`config.mk`:
```
export PLATFORM = sky130hd
export DESIGN_NAME = tick_controller
export DESIGN_NICKNAME = d
export VERILOG_FILES = /design/src/rtl/tick_controller.sv
export SDC_FILE = /design/constraint.sdc
export NUM_CORES = 1
export LEC_CHECK = 0
export ABC_AREA = 1
export BUFFER_PORTS_ARGS = -buffer_cell sky130_fd_sc_hd__buf_2
export CAP_MARGIN = 20
export CORE_MARGIN = 4
export CORE_UTILIZATION = 40
export DETAILED_ROUTE_END_ITERATION = 10
export PLACE_DENSITY = 0.59
export SYNTH_ARGS = -nofsm -noshare
export SYNTH_HDL_FRONTEND = slang
export SYNTH_SLANG_ARGS = --single-unit
```
`constraint.sdc`:
```
create_clock -name Clock -period 2.3 [get_ports Clock]
set_clock_uncertainty 0.15 [all_clocks]
set_input_delay 0.23 -clock Clock [delete_from_list [all_inputs] [get_ports Clock]]
set_output_delay 0.23 -clock Clock [all_outputs]
set_load 0.05 [all_outputs]
```
`src/rtl/tick_controller.sv`:
```
// Tick controller: gates the register-file Tick enable
// for free-run, single-step and halt operation.
module tick_controller #(
  parameter int DivBits   = 16,
  parameter int CountBits = 32
) (
  input  logic                 Clock,
  input  logic                 Reset,
  input  logic                 Run,
  input  logic                 Step,
  input  logic                 Halt,
  input  logic [DivBits-1:0]   Div,
  output logic                 Tick,
  output logic                 Running,
  output logic                 Halted,
  output logic [CountBits-1:0] CycleCount
);

  typedef enum logic [1:0] {
    IDLE,
    RUN,
    STEP,
    HALTED
  } state_t;

  localparam logic [DivBits-1:0]   DivOne = 1;
  localparam logic [CountBits-1:0] CntOne = 1;

  state_t             state;
  logic               step_q;
  logic               step_arm;
  logic               step_edge;
  logic               hit;
  logic [DivBits-1:0] div_cnt;

  // A Step held across reset must drop before it can fire.
  assign step_edge = Step & ~step_q & step_arm;

  // Compare against the live Div so changes act at once.
  assign hit = (div_cnt == Div);

  // Step edge history; the arm bit is cleared by reset.
  always_ff @(posedge Clock) begin
    if (Reset) begin
      step_q   <= 1'b0;
      step_arm <= 1'b0;
    end else begin
      step_q <= Step;
      if (!Step)
        step_arm <= 1'b1;
    end
  end

  // Control FSM with registered Tick/Running/Halted.
  always_ff @(posedge Clock) begin
    if (Reset) begin
      state   <= IDLE;
      Tick    <= 1'b0;
      Running <= 1'b0;
      Halted  <= 1'b0;
      div_cnt <= '0;
    end else begin
      Tick <= 1'b0;
      unique case (state)
        IDLE: begin
          div_cnt <= '0;
          if (Halt) begin
            state  <= HALTED;
            Halted <= 1'b1;
          end else if (step_edge) begin
            state <= STEP;
          end else if (Run) begin
            state   <= RUN;
            Running <= 1'b1;
          end
        end
        RUN: begin
          if (Halt) begin
            state   <= HALTED;
            Running <= 1'b0;
            Halted  <= 1'b1;
            div_cnt <= '0;
          end else if (!Run) begin
            state   <= IDLE;
            Running <= 1'b0;
            div_cnt <= '0;
          end else if (hit) begin
            Tick    <= 1'b1;
            div_cnt <= '0;
          end else begin
            div_cnt <= div_cnt + DivOne;
          end
        end
        STEP: begin
          if (Halt) begin
            state  <= HALTED;
            Halted <= 1'b1;
          end else begin
            state <= IDLE;
            Tick  <= 1'b1;
          end
        end
        HALTED: begin
          Halted <= 1'b1;
        end
        default: begin
          state   <= IDLE;
          Running <= 1'b0;
          Halted  <= 1'b0;
        end
      endcase
    end
  end

  // Count every cycle on which Tick was high.
  always_ff @(posedge Clock) begin
    if (Reset)
      CycleCount <= '0;
    else if (Tick)
      CycleCount <= CycleCount + CntOne;
  end

endmodule

```
# == Word-level counts from Yosys, hierarchy flattened ==
# Cells that the tools add are included.
# classes
n_shift,0
reduce_logical,6
n_addsub,2
magnitude_cmp,0
eq_ne,10
n_mux,24
mul,0
bitwise_logic,3
div_mod_pow,0
# ops
cell,n
$mux 16,3
$add 32x1->32 const B,1
$pmux 16 s2,1
$add 16x1->16 const B,1
$eq 16x16->1,1
$mux 2,6
$mux 1,10
$ne 2x2->1 const B,3
$pmux 1 s2,3
$pmux 2 s3,1
$reduce_and 5->1,1
$eq 2x2->1 const B,2
$ne 4x4->1 const B,1
$ne 3x3->1 const B,1
$reduce_and 3->1,1
$reduce_bool 3->1,1
$reduce_or 3->1,1
$and 1x1->1,2
$eq 2x1->1 const B,1
$logic_not 2->1,1
$ne 2x1->1 const B,1
$reduce_bool 2->1,1
$not 1->1,1
# totals
n_memories,0
regBits,55
ram_bits,0
out_inout_bits,35
in_bits,21
latch_bits,0
mem_bits_ro,0
word_cells,53

# == Depth between registers and ports, before layout ==
# Gate-level depths: netlist of the first run.
# logic_depth
depth_word,6
depth_mapped,11
ltp_nobuf,11

# == Least setup slack after synthesis of the first run ==
# Ideal clock, no wire load.
# synth_path
path_kind,flip-flop to flip-flop
startpoint,register CycleCount[0]
endpoint,register CycleCount[28]
period_less_slack_ps,1996
path_slack_ps,304
stages_incl_launch_ff,9
arrival_ps,1733
required_ps,2037
path_cell_list,dfxtp_1 > ha_1 > nand3_2 > nor2_2 > nand3_2 > nor2_4 > nand3_1 > o21ai_1 > nor2_1
# synth_via
elab_chain_cells,1
# synth_lines
element,line_no,rtl
start: declaration,16,output logic [CountBits-1:0] CycleCount
start signal: assignment,120,CycleCount <= CycleCount + CntOne;
$add 32x1->32,120,
# No other way between the ends.
# A chain may end at the register's enable or synchronous reset.

# == Final worst setup path of the first run ==
# Same ends and word-level chain as after synthesis.

==> impl_metrics.env, run 1 <==
export IMPL_drv_max_cap_violation_count=0
export IMPL_final_min_clock_period_ns=1.835
export IMPL_main_combinational_cell_family_by_area_after_synthesis="simple AND/OR/NAND/NOR gates"
export IMPL_clock_power_share_pct=30.8
export IMPL_postRouteWirelength_microns=8309
export IMPL_number_of_global_route_vias_before_repair=3264
export IMPL_cts_max_level=2
export IMPL_power_density_cell_area_nw_per_um2=490.9
export IMPL_synth_compound_area_share_pct=7.766
export IMPL_postSynthCellCount=523
export IMPL_cts_tree="done"
export IMPL_synthToLayoutAreaGrowth_pct=14.66
export IMPL_effective_utilization_at_floorplan_pct=41.88
export IMPL_comb_power_share_pct=15.4
export IMPL_buffer_ports_inserted=55
export IMPL_setup_worst_path_class="flip-flop to flip-flop"
export IMPL_final_setup_viol_count=0
export IMPL_tritoncts_num_buffers=5
export IMPL_synthesized_area_divided_by_synthesized_cell_count_sq_um=6.285
export IMPL_cts_buffer_depth=2
export IMPL_yosysSeqAreaShare_pct=33.50
export IMPL_floorplan_io_pins=56
export IMPL_antenna_found_initial=0
export IMPL_die_width_microns=98.65
export IMPL_drt_drc_violations_left=0
export IMPL_grt_first_pass_wirelength_microns=14520
export IMPL_status="finished, final reports clean"
export IMPL_clk_insertion_delay_late_ns=0.31
export IMPL_dp_cells=675
export IMPL_overall_die_area_sq_um=9732
export IMPL_dpl_hpwl_microns=6517
export IMPL_vias_per_cell=4.867
export IMPL_synth_fa_ha_area_share_pct=2.284
export IMPL_grt_max_degree=28
export IMPL_drt_wirelength_per_cell_microns=12.15
export IMPL_chipHeight_microns=98.65
export IMPL_gp_routability_congestion=0.8974
export IMPL_max_clock_freq_mhz=545.1
export IMPL_post_route_period_util_pct=79.77
export IMPL_final_layout_size_suffix_gt1_share_pct=15.81
export IMPL_critical_path_required_ns=2.36
export IMPL_synthSimpleGateAreaFrac_pct=42.75
export IMPL_yosys_cell_types_count=32
export IMPL_critical_path_sink_type="flip-flop"
export IMPL_pwr_share_seq_pct=53.9
export IMPL_unrepaired_setup_endpoints_after_global_routing="no"
export IMPL_power_switching_fraction_pct=28.74
export IMPL_synth_mux_area_fraction_pct=0
export IMPL_finalHoldViolations=0
export IMPL_cellInternalPower_mw=1.318
export IMPL_grt_remaining_overflow=0
export IMPL_drt_iter0_markers=125
export IMPL_hold_class="primary input to flip-flop"
export IMPL_placeableCoreArea_sq_um=7848
export IMPL_synthesis_area_sq_um=3287
export IMPL_worstPathArrival_ns=1.89
export IMPL_critical_path_startpoint_type="flip-flop"
export IMPL_worst_slew_margin_rel_pct=53.52
export IMPL_timing_critical_path_fanout_max=7
export IMPL_slew_viol_final=0
export IMPL_drt_pass1_iterations=5
export IMPL_antennaDiodeCount=0
export IMPL_cts_root_buf="clkbuf_8"
export IMPL_gr_usage_all_layers_pct=17.66
export IMPL_leakage_nw=1.633
export IMPL_clkTransAtPathRegs_ns=0.10
export IMPL_drtAntennaViolNets=0
export IMPL_ir_worst_vdd_mv=0.2439
export IMPL_ys_ff_latch=55
export IMPL_setup_tns_ns=0
export IMPL_syn_num_nets=550
export IMPL_tightestPinTransition_ns=0.6964
export IMPL_total_number_of_placement_rows=32
export IMPL_cts_sink_count=55
export IMPL_synthesis_yosys_warnings=0
export IMPL_route_vias_total=3329
export IMPL_finished_layout_cells=684
export IMPL_net_switching_power_mw=0.5317
export IMPL_fin_nets=608
export IMPL_post_synth_xor_area_fraction_pct=3.997
-- registers in the layout (all words and copies together), names as in the netlist --
register	cells
CycleCount	32
div_cnt	16
state	2
Halted	1
Running	1
Tick	1
step_arm	1
step_q	1
-- routing by layer --
layer  wire, microns  vias up  GRT usage (%)
met3             387        8          3.892
met2            4153       60          32.71
met4              85        0          4.202
li1                -     1744              -
met1            3682     1517          20.59
met5               0        -              0
-- cell type report --
class,count,area (sq um)
inverters,74,277.8
clock buffers,7,86.33
repair buffers,58,300.3
multi-input cells,387,1867
clock inverters,1,8.758
well taps,102,127.6
fillers,899,4079
flip-flops and latches,55,1101
-- logic make-up (layout without fill, tap and decap cells) --
family / after synthesis / in the layout
fa+ha+maj: 6 / 6
simple gates: 317 / 317
flops: 55 / 55
xor+xnor: 15 / 15
compound gates: 49 / 49
buf+inv: 81 / 140
-- power by group through the flow --
stage | clock network [mW] | logic [mW] | registers [mW]
after floorplan | 0 | 0.181 | 1.04
after global placement | 0 | 0.284 | 1.02
final | 0.569 | 0.284 | 0.997
after detailed placement | 0 | 0.285 | 1.02
after CTS | 0.595 | 0.289 | 0.997
after global routing | 0.628 | 0.320 | 1.00
-- critical path: stages (launching register included) --
cell and delay (ns):
dfxtp_1 0.47, ha_1 0.25, nand3_2 0.14, nor2_2 0.15
nand3_2 0.13, nor2_4 0.14, nand3_1 0.11, o21ai_1 0.13
nor2_1 0.05
-- path summary, 6_finish.rpt --
path | startpoint | end | slack [ns] | cells after the start
worst max-delay path | CycleCount[0] | CycleCount[28] | 0.47 | 8
worst min-delay path | Halt | Halted | 0.06 | 3
worst max register to register | CycleCount[0] | CycleCount[28] | 0.47 | 8
worst min register to register | Running | Running | 0.32 | 2
-- per-stage QoR --
step / worst slack [ns] / utilization (%) / hold slack, ns / power [mW] / area (sq um)
after floorplan: 0.3037 / - / 0.2159 / 1.223 / 3287
after global placement: 0.5247 / 46.68 / 0.3006 / 1.302 / 3664
after detailed placement: 0.5011 / 46.68 / 0.3073 / 1.304 / 3664
after CTS: 0.4568 / 48.02 / 0.04158 / 1.881 / 3769
after global routing: 0.2962 / 48.02 / 0.05744 / 1.951 / 3769
final: 0.4653 / 48.02 / 0.05670 / 1.850 / 3769
-- synth_stat cells --
library cell	n	area, sq um
a21oi_1	26	130.1
a31oi_1	2	12.51
and2_1	1	6.260
buf_1	1	3.750
buf_4	2	15.01
buf_6	1	11.26
clkbuf_1	3	11.26
dfxtp_1	55	1101
ha_1	6	75.07
inv_1	72	270.3
inv_2	2	7.510
nand2_1	142	533.0
nand2_2	7	43.79
nand2_4	1	11.26
nand3_1	31	155.2
nand3_2	2	20.02
nand4_1	10	62.56
nand4_2	1	12.51
nor2_1	92	345.3
nor2_2	6	37.54
nor2_4	4	45.04
nor3_1	13	65.06
nor3_2	3	30.03
nor3_4	1	16.27
nor3b_1	2	15.01
o211ai_1	1	7.510
o21a_1	2	15.01
o21ai_0	17	85.08
o21ai_1	1	5.000
or2_2	1	6.260
xnor2_1	3	26.28
xor2_1	12	105.1
-- placed cells by master, fill, tap and decap left out, types with 2 or more instances in the layout --
cell type / Yosys / layout
inv_1: 72 / 72
dfxtp_1: 55 / 55
o21a_1: 2 / 2
nor2_2: 6 / 6
nor3_2: 3 / 3
nand2_2: 7 / 7
nand3_1: 31 / 31
nand4_1: 10 / 10
inv_2: 2 / 2
xnor2_1: 3 / 3
ha_1: 6 / 6
nand3_2: 2 / 2
o21ai_0: 17 / 17
nor3_1: 13 / 13
buf_4: 2 / 2
nor2_1: 92 / 92
clkbuf_8: 0 / 6
a21oi_1: 26 / 26
buf_2: 0 / 55
xor2_1: 12 / 12
nand2_1: 142 / 142
nor2_4: 4 / 4
a31oi_1: 2 / 2
nor3b_1: 2 / 2
-- repair_timing --
action                                 in CTS  in global routing
resized for setup                           0                  0
endpoints found under the hold margin       1                  0
buffers inserted                            0                  0
setup endpoints to repair                   0                  0
hold buffers                                1                  0
Note: power is estimated with default switching activity, not from simulation.
==> run 2: changes to the inputs <==
--- a/config.mk
+++ b/config.mk
@@ -11,7 +11,7 @@
 export CORE_MARGIN = 4
 export CORE_UTILIZATION = 40
 export DETAILED_ROUTE_END_ITERATION = 10
-export PLACE_DENSITY = 0.59
+export PLACE_DENSITY = 0.61
 export SYNTH_ARGS = -nofsm -noshare
 export SYNTH_HDL_FRONTEND = slang
 export SYNTH_SLANG_ARGS = --single-unit
==> constraint.sdc (replaced) <==
create_clock -name Clock -period 1.65 [get_ports Clock]
set_clock_uncertainty 0.15 [all_clocks]
set_input_delay 0.165 -clock Clock [delete_from_list [all_inputs] [get_ports Clock]]
set_output_delay 0.165 -clock Clock [all_outputs]
set_load 0.05 [all_outputs]
==> impl_metrics.env, run 2 (synthesis gave the netlist of run 1 again) <==
export IMPL_critical_path_required_ns=1.70
export IMPL_number_of_global_route_vias_before_repair=3139
export IMPL_floorplan_io_pins=56
export IMPL_max_clock_freq_mhz=620.4
export IMPL_critical_path_depth=9
export IMPL_min_delay_worst_endpoint="Tick"
export IMPL_crit_slowest_cell="dfxtp_4"
export IMPL_critical_path_startpoint_type="flip-flop"
export IMPL_vias_per_cell=4.751
export IMPL_gp_routability_congestion=0.8224
export IMPL_largestRegisters="CycleCount x32, div_cnt x16, state x2"
export IMPL_hold_class="primary input to flip-flop"
export IMPL_postRouteWirelength_microns=8824
export IMPL_placeableCoreArea_sq_um=7848
export IMPL_die_width_microns=98.65
export IMPL_leading_cell_types_in_the_layout_fill_and_taps_excluded="nand2_1, nor2_1, inv_1"
export IMPL_hold_path_depth=4
export IMPL_status="finished, final reports clean"
export IMPL_worstPathArrival_ns=1.66
export IMPL_critical_path_reg2reg_endpoint="div_cnt[8]"
export IMPL_critical_path_reg2reg_startpoint="div_cnt[0]"
export IMPL_synthToLayoutAreaGrowth_pct=29.12
export IMPL_drt_iter0_markers=104
export IMPL_drt_pass1_iterations=4
export IMPL_leakage_nw=1.856
export IMPL_grt_max_degree=28
export IMPL_cts_buffer_depth=2
export IMPL_buffer_ports_inserted=55
export IMPL_drv_max_cap_violation_count=0
export IMPL_finalHoldViolations=0
export IMPL_chipHeight_microns=98.65
export IMPL_grt_remaining_overflow=0
export IMPL_total_power_mw=2.620
export IMPL_final_layout_size_suffix_gt1_share_pct=30.83
export IMPL_drtAntennaViolNets=0
export IMPL_cts_tree="done"
export IMPL_overall_die_area_sq_um=9732
export IMPL_worst_slew_margin_rel_pct=77.35
export IMPL_drt_drc_violations_left=0
export IMPL_cts_root_buf="clkbuf_8"
export IMPL_cts_max_level=2
export IMPL_finished_layout_cells=715
export IMPL_tritoncts_num_buffers=5
export IMPL_route_vias_total=3397
export IMPL_gr_usage_all_layers_pct=17.63
export IMPL_r2r_cells=9
export IMPL_final_setup_viol_count=0
export IMPL_cts_sink_count=55
export IMPL_ir_worst_vdd_mv=0.3372
export IMPL_mostFrequentLayoutCell="nand2_1"
export IMPL_cp_common_cell="nor2_2"
export IMPL_setup_worst_path_class="flip-flop to flip-flop"
export IMPL_path_delay_family="simple AND/OR/NAND/NOR gates"
export IMPL_critical_path_sink_type="flip-flop"
export IMPL_grt_first_pass_wirelength_microns=14280
export IMPL_total_number_of_placement_rows=32
export IMPL_largest_register_ff_count=32
export IMPL_dp_cells=691
export IMPL_multi_input_area_sq_um=2042
export IMPL_drt_wirelength_per_cell_microns=12.34
export IMPL_post_route_period_util_pct=97.69
export IMPL_clk_insertion_delay_late_ns=0.31
export IMPL_antenna_found_initial=0
export IMPL_register_area_sq_um=1171
export IMPL_startpoint_of_the_worst_hold_path="Run"
export IMPL_timing_critical_path_cells="ha_2, nand2_1, inv_1, nand3_2, inv_2, nand2_2, nor2_2, xor2_1, nor2_2"
export IMPL_layout_filler_cells=818
export IMPL_critical_path_n_buffers_inverters=2
export IMPL_clkTransAtPathRegs_ns=0.10
export IMPL_dpl_hpwl_microns=6575
export IMPL_largest_register="CycleCount"
export IMPL_unrepaired_setup_endpoints_after_global_routing="yes"
export IMPL_power_density_cell_area_nw_per_um2=617.4
export IMPL_critical_path_max_stage_delay_ns=0.38
export IMPL_final_min_clock_period_ns=1.612
export IMPL_tightestPinTransition_ns=0.3382
export IMPL_reg2reg_setup_slack_ns=0.04
export IMPL_fin_nets=639
export IMPL_slew_viol_final=0
export IMPL_effective_utilization_at_floorplan_pct=41.88
export IMPL_antennaDiodeCount=0
export IMPL_timing_critical_path_fanout_max=5
==> run 2: cell types whose count changed in the layout (fill, tap and decap cells not counted), moves of 3 or more <==
cell and change:
nor2_1 -14, dfxtp_1 -36, nand3_1 -6, ha_1 -3, nor2_2 +9, dfxtp_2 +26
nand3_2 +5, inv_1 -4, dfxtp_4 +10, inv_2 +4, nor2_4 +5, buf_4 +27
==> run 2: layer usage <==
layer / GRT usage [%] / wire length (microns) / vias up
li1: - / - / 1808
met5: 0 / 0 / -
met4: 5.567 / 160 / 0
met3: 2.619 / 292 / 14
met2: 32.19 / 4531 / 56
met1: 21.14 / 3839 / 1519
==> run 2: cell type report <==
cell class                      count  share of cell area [%]
Clock buffer                        7                   1.798
Clock inverter                      1                  0.1179
Inverter                           74                   6.545
Multi-Input combinational cell    388                   48.11
Sequential cell                    55                   27.59
Tap cell                          102                   3.007
Timing Repair Buffer               88                   12.82
==> run 2: worst register-to-register path: cells and delay by family (launching register included) <==
kind / cells / cell delay, ns
and+or+nand+nor: 5 / 0.43
adders and majority gates: 1 / 0.18
DFF: 1 / 0.38
xor gates and xnor gates: 1 / 0.21
buffers and inverters: 2 / 0.17
==> run 2: repair_timing <==
action,in CTS,in global routing
cloned,0,1
setup endpoints to repair,3,35
hold endpoints to repair,3,0
setup buffers,0,13
gates resized for setup,3,64
pin swaps,0,17
hold buffers,2,0
==> run 2: worst max path at each step <==
stage                             start             end
after floorplan           CycleCount[0]  CycleCount[28]
after global placement       div_cnt[0]      div_cnt[8]
after detailed placement     div_cnt[0]      div_cnt[8]
after CTS                 CycleCount[1]  CycleCount[28]
after global routing         div_cnt[0]      div_cnt[8]
final                        div_cnt[0]      div_cnt[8]
==> run 2: per-stage QoR <==
stage	hold slack (ns)	util, %	worst slack (ns)	TNS, ns	cell area [sq um]
6_report	0.1161	54.08	0.03804	0	4244
5_1_grt	0.1485	54.08	-0.09694	-0.4319	4244
4_1_cts	0.1188	50.18	0.005270	0	3938
3_5_place_dp	0.2635	48.84	-0.01112	-0.01112	3832
3_3_place_gp	0.2431	48.84	0.05467	0	3832
2_1_floorplan	0.1509	-	0.007096	0	3323
==> run 2: power by group <==
part / switching (mW) / internal [mW] / leakage, nW / total [mW]
Combinational: 0.316 / 0.181 / 1.35 / 0.497
Sequential: 0.0327 / 1.35 / 0.466 / 1.39
Clock: 0.437 / 0.300 / 0.0422 / 0.737
==> run 3: changes to the inputs <==
--- a/config.mk
+++ b/config.mk
@@ -9,9 +9,9 @@
 export BUFFER_PORTS_ARGS = -buffer_cell sky130_fd_sc_hd__buf_2
 export CAP_MARGIN = 20
 export CORE_MARGIN = 4
-export CORE_UTILIZATION = 40
+export CORE_UTILIZATION = 38
 export DETAILED_ROUTE_END_ITERATION = 10
-export PLACE_DENSITY = 0.61
+export PLACE_DENSITY = 0.59
 export SYNTH_ARGS = -nofsm -noshare
 export SYNTH_HDL_FRONTEND = slang
 export SYNTH_SLANG_ARGS = --single-unit
==> impl_metrics.env, run 3 (synthesis gave the netlist of run 1 again) <==
export IMPL_status="finished, final reports clean"
export IMPL_placeableCoreArea_sq_um=8299
export IMPL_tritoncts_num_buffers=5
export IMPL_cts_root_buf="clkbuf_8"
export IMPL_grt_remaining_overflow=0
export IMPL_route_vias_total=3366
export IMPL_vias_per_cell=4.754
export IMPL_startpoint_of_the_worst_hold_path="Run"
export IMPL_drt_drc_violations_left=0
export IMPL_final_setup_viol_count=0
export IMPL_max_clock_freq_mhz=633.8
export IMPL_largest_register_ff_count=32
export IMPL_effective_utilization_at_floorplan_pct=39.60
export IMPL_finalHoldViolations=0
export IMPL_final_area_sq_um=4123
export IMPL_cts_sink_count=55
export IMPL_die_width_microns=101.0
export IMPL_drt_pass1_iterations=4
export IMPL_drt_iter0_markers=84
export IMPL_total_number_of_placement_rows=33
export IMPL_slew_viol_final=0
export IMPL_worst_slew_margin_rel_pct=78.31
export IMPL_critical_path_startpoint_type="flip-flop"
export IMPL_antenna_found_initial=0
export IMPL_gr_usage_all_layers_pct=17.05
export IMPL_cts_max_level=2
export IMPL_mostFrequentLayoutCell="nand2_1"
export IMPL_clk_insertion_delay_late_ns=0.30
export IMPL_postRouteWirelength_microns=8641
export IMPL_floorplan_io_pins=56
export IMPL_tightestPinTransition_ns=0.3239
export IMPL_post_route_period_util_pct=95.63
export IMPL_largest_register="CycleCount"
export IMPL_whs_ns=0.1624
export IMPL_critical_path_reg2reg_startpoint="CycleCount[11]"
export IMPL_worstPathArrival_ns=1.63
export IMPL_timing_critical_path_fanout_max=5
export IMPL_hold_class="primary input to flip-flop"
export IMPL_fin_nets=629
export IMPL_setup_tns_ns=0
export IMPL_buffer_ports_inserted=55
export IMPL_hold_path_depth=4
export IMPL_leakage_nw=1.818
export IMPL_drt_wirelength_per_cell_microns=12.20
export IMPL_drtAntennaViolNets=0
export IMPL_cts_tree="done"
export IMPL_setup_worst_path_class="flip-flop to flip-flop"
export IMPL_drv_max_cap_violation_count=0
export IMPL_clkTransAtPathRegs_ns=0.10
export IMPL_final_min_clock_period_ns=1.578
export IMPL_final_layout_size_suffix_gt1_share_pct=27.53
export IMPL_synthToLayoutAreaGrowth_pct=25.43
export IMPL_r2r_cells=7
export IMPL_number_of_global_route_vias_before_repair=3151
export IMPL_final_util_pct=49.68
export IMPL_postPlaceCellArea_sq_um=3816
export IMPL_overall_die_area_sq_um=10200
export IMPL_critical_path_sink_type="flip-flop"
export IMPL_chipHeight_microns=101.0
export IMPL_grt_first_pass_wirelength_microns=14190
export IMPL_crit_path_from="CycleCount[11]"
export IMPL_largestRegisters="CycleCount x32, div_cnt x16, state x2"
export IMPL_layout_filler_cells=858
export IMPL_power_density_cell_area_nw_per_um2=659.6
export IMPL_unrepaired_setup_endpoints_after_global_routing="yes"
export IMPL_leading_cell_types_in_the_layout_fill_and_taps_excluded="nand2_1, nor2_1, inv_1"
export IMPL_cts_buffer_depth=2
export IMPL_grt_max_degree=28
export IMPL_ir_worst_vdd_mv=0.3183
export IMPL_antennaDiodeCount=0
export IMPL_gp_routability_congestion=0.8633
export IMPL_dpl_hpwl_microns=6642
export IMPL_critical_path_required_ns=1.70
run 3: per-stage QoR:
stage	cells	power [mW]	worst slack, ns
final	708	2.719	0.07214
after global routing	708	2.861	-0.05717
after CTS	703	2.717	0.004333
after detailed placement	693	1.827	-0.03348
after global placement	693	1.817	-0.009199
after floorplan	523	1.702	0.007096
run 3: where the power goes:
group	internal (mW)	switching (mW)
Combinational	0.169	0.284
Sequential	1.36	0.0312
Clock	0.431	0.445
run 3: worst paths after layout:
path | endpoint | slack, ns
setup / recovery | CycleCount[25] | 0.07
hold / removal | Tick | 0.16
setup reg to reg | CycleCount[25] | 0.07
hold reg to reg | Running | 0.32
run 3: area by class of cell:
type	count	area, sq um	share of cell area, %
timing repair buffer	79	476.7	11.56
clock inverter	1	5.005	0.1214
inverter	74	277.8	6.737
tap	105	131.4	3.187
multi-input combinational	387	1968	47.74
sequential	55	1156	28.04
clock buffer	7	107.6	2.610
run 3: metal layers:
layer / vias to the layer above / track usage (%) / routed length [microns]
met5: - / 0 / 0
met4: 0 / 3.885 / 91
met1: 1501 / 21.20 / 3855
met2: 63 / 30.78 / 4343
met3: 9 / 2.699 / 350
li1: 1793 / - / -
run 3: critical path, stage by stage (launching register included):
cell and delay (ns):
dfxtp_2 0.38, nand2_1 0.13, nor2_2 0.17, inv_1 0.08
nor2_1 0.17, nand4_1 0.16, o21ai_0 0.18, a21oi_1 0.06
run 3: what timing repair did:
item,4_1_cts,5_1_grt
resized for setup,3,40
hold endpoints to repair,3,0
setup endpoints to repair,3,32
setup buffers,0,5
hold buffers,2,0
pin swaps,0,3
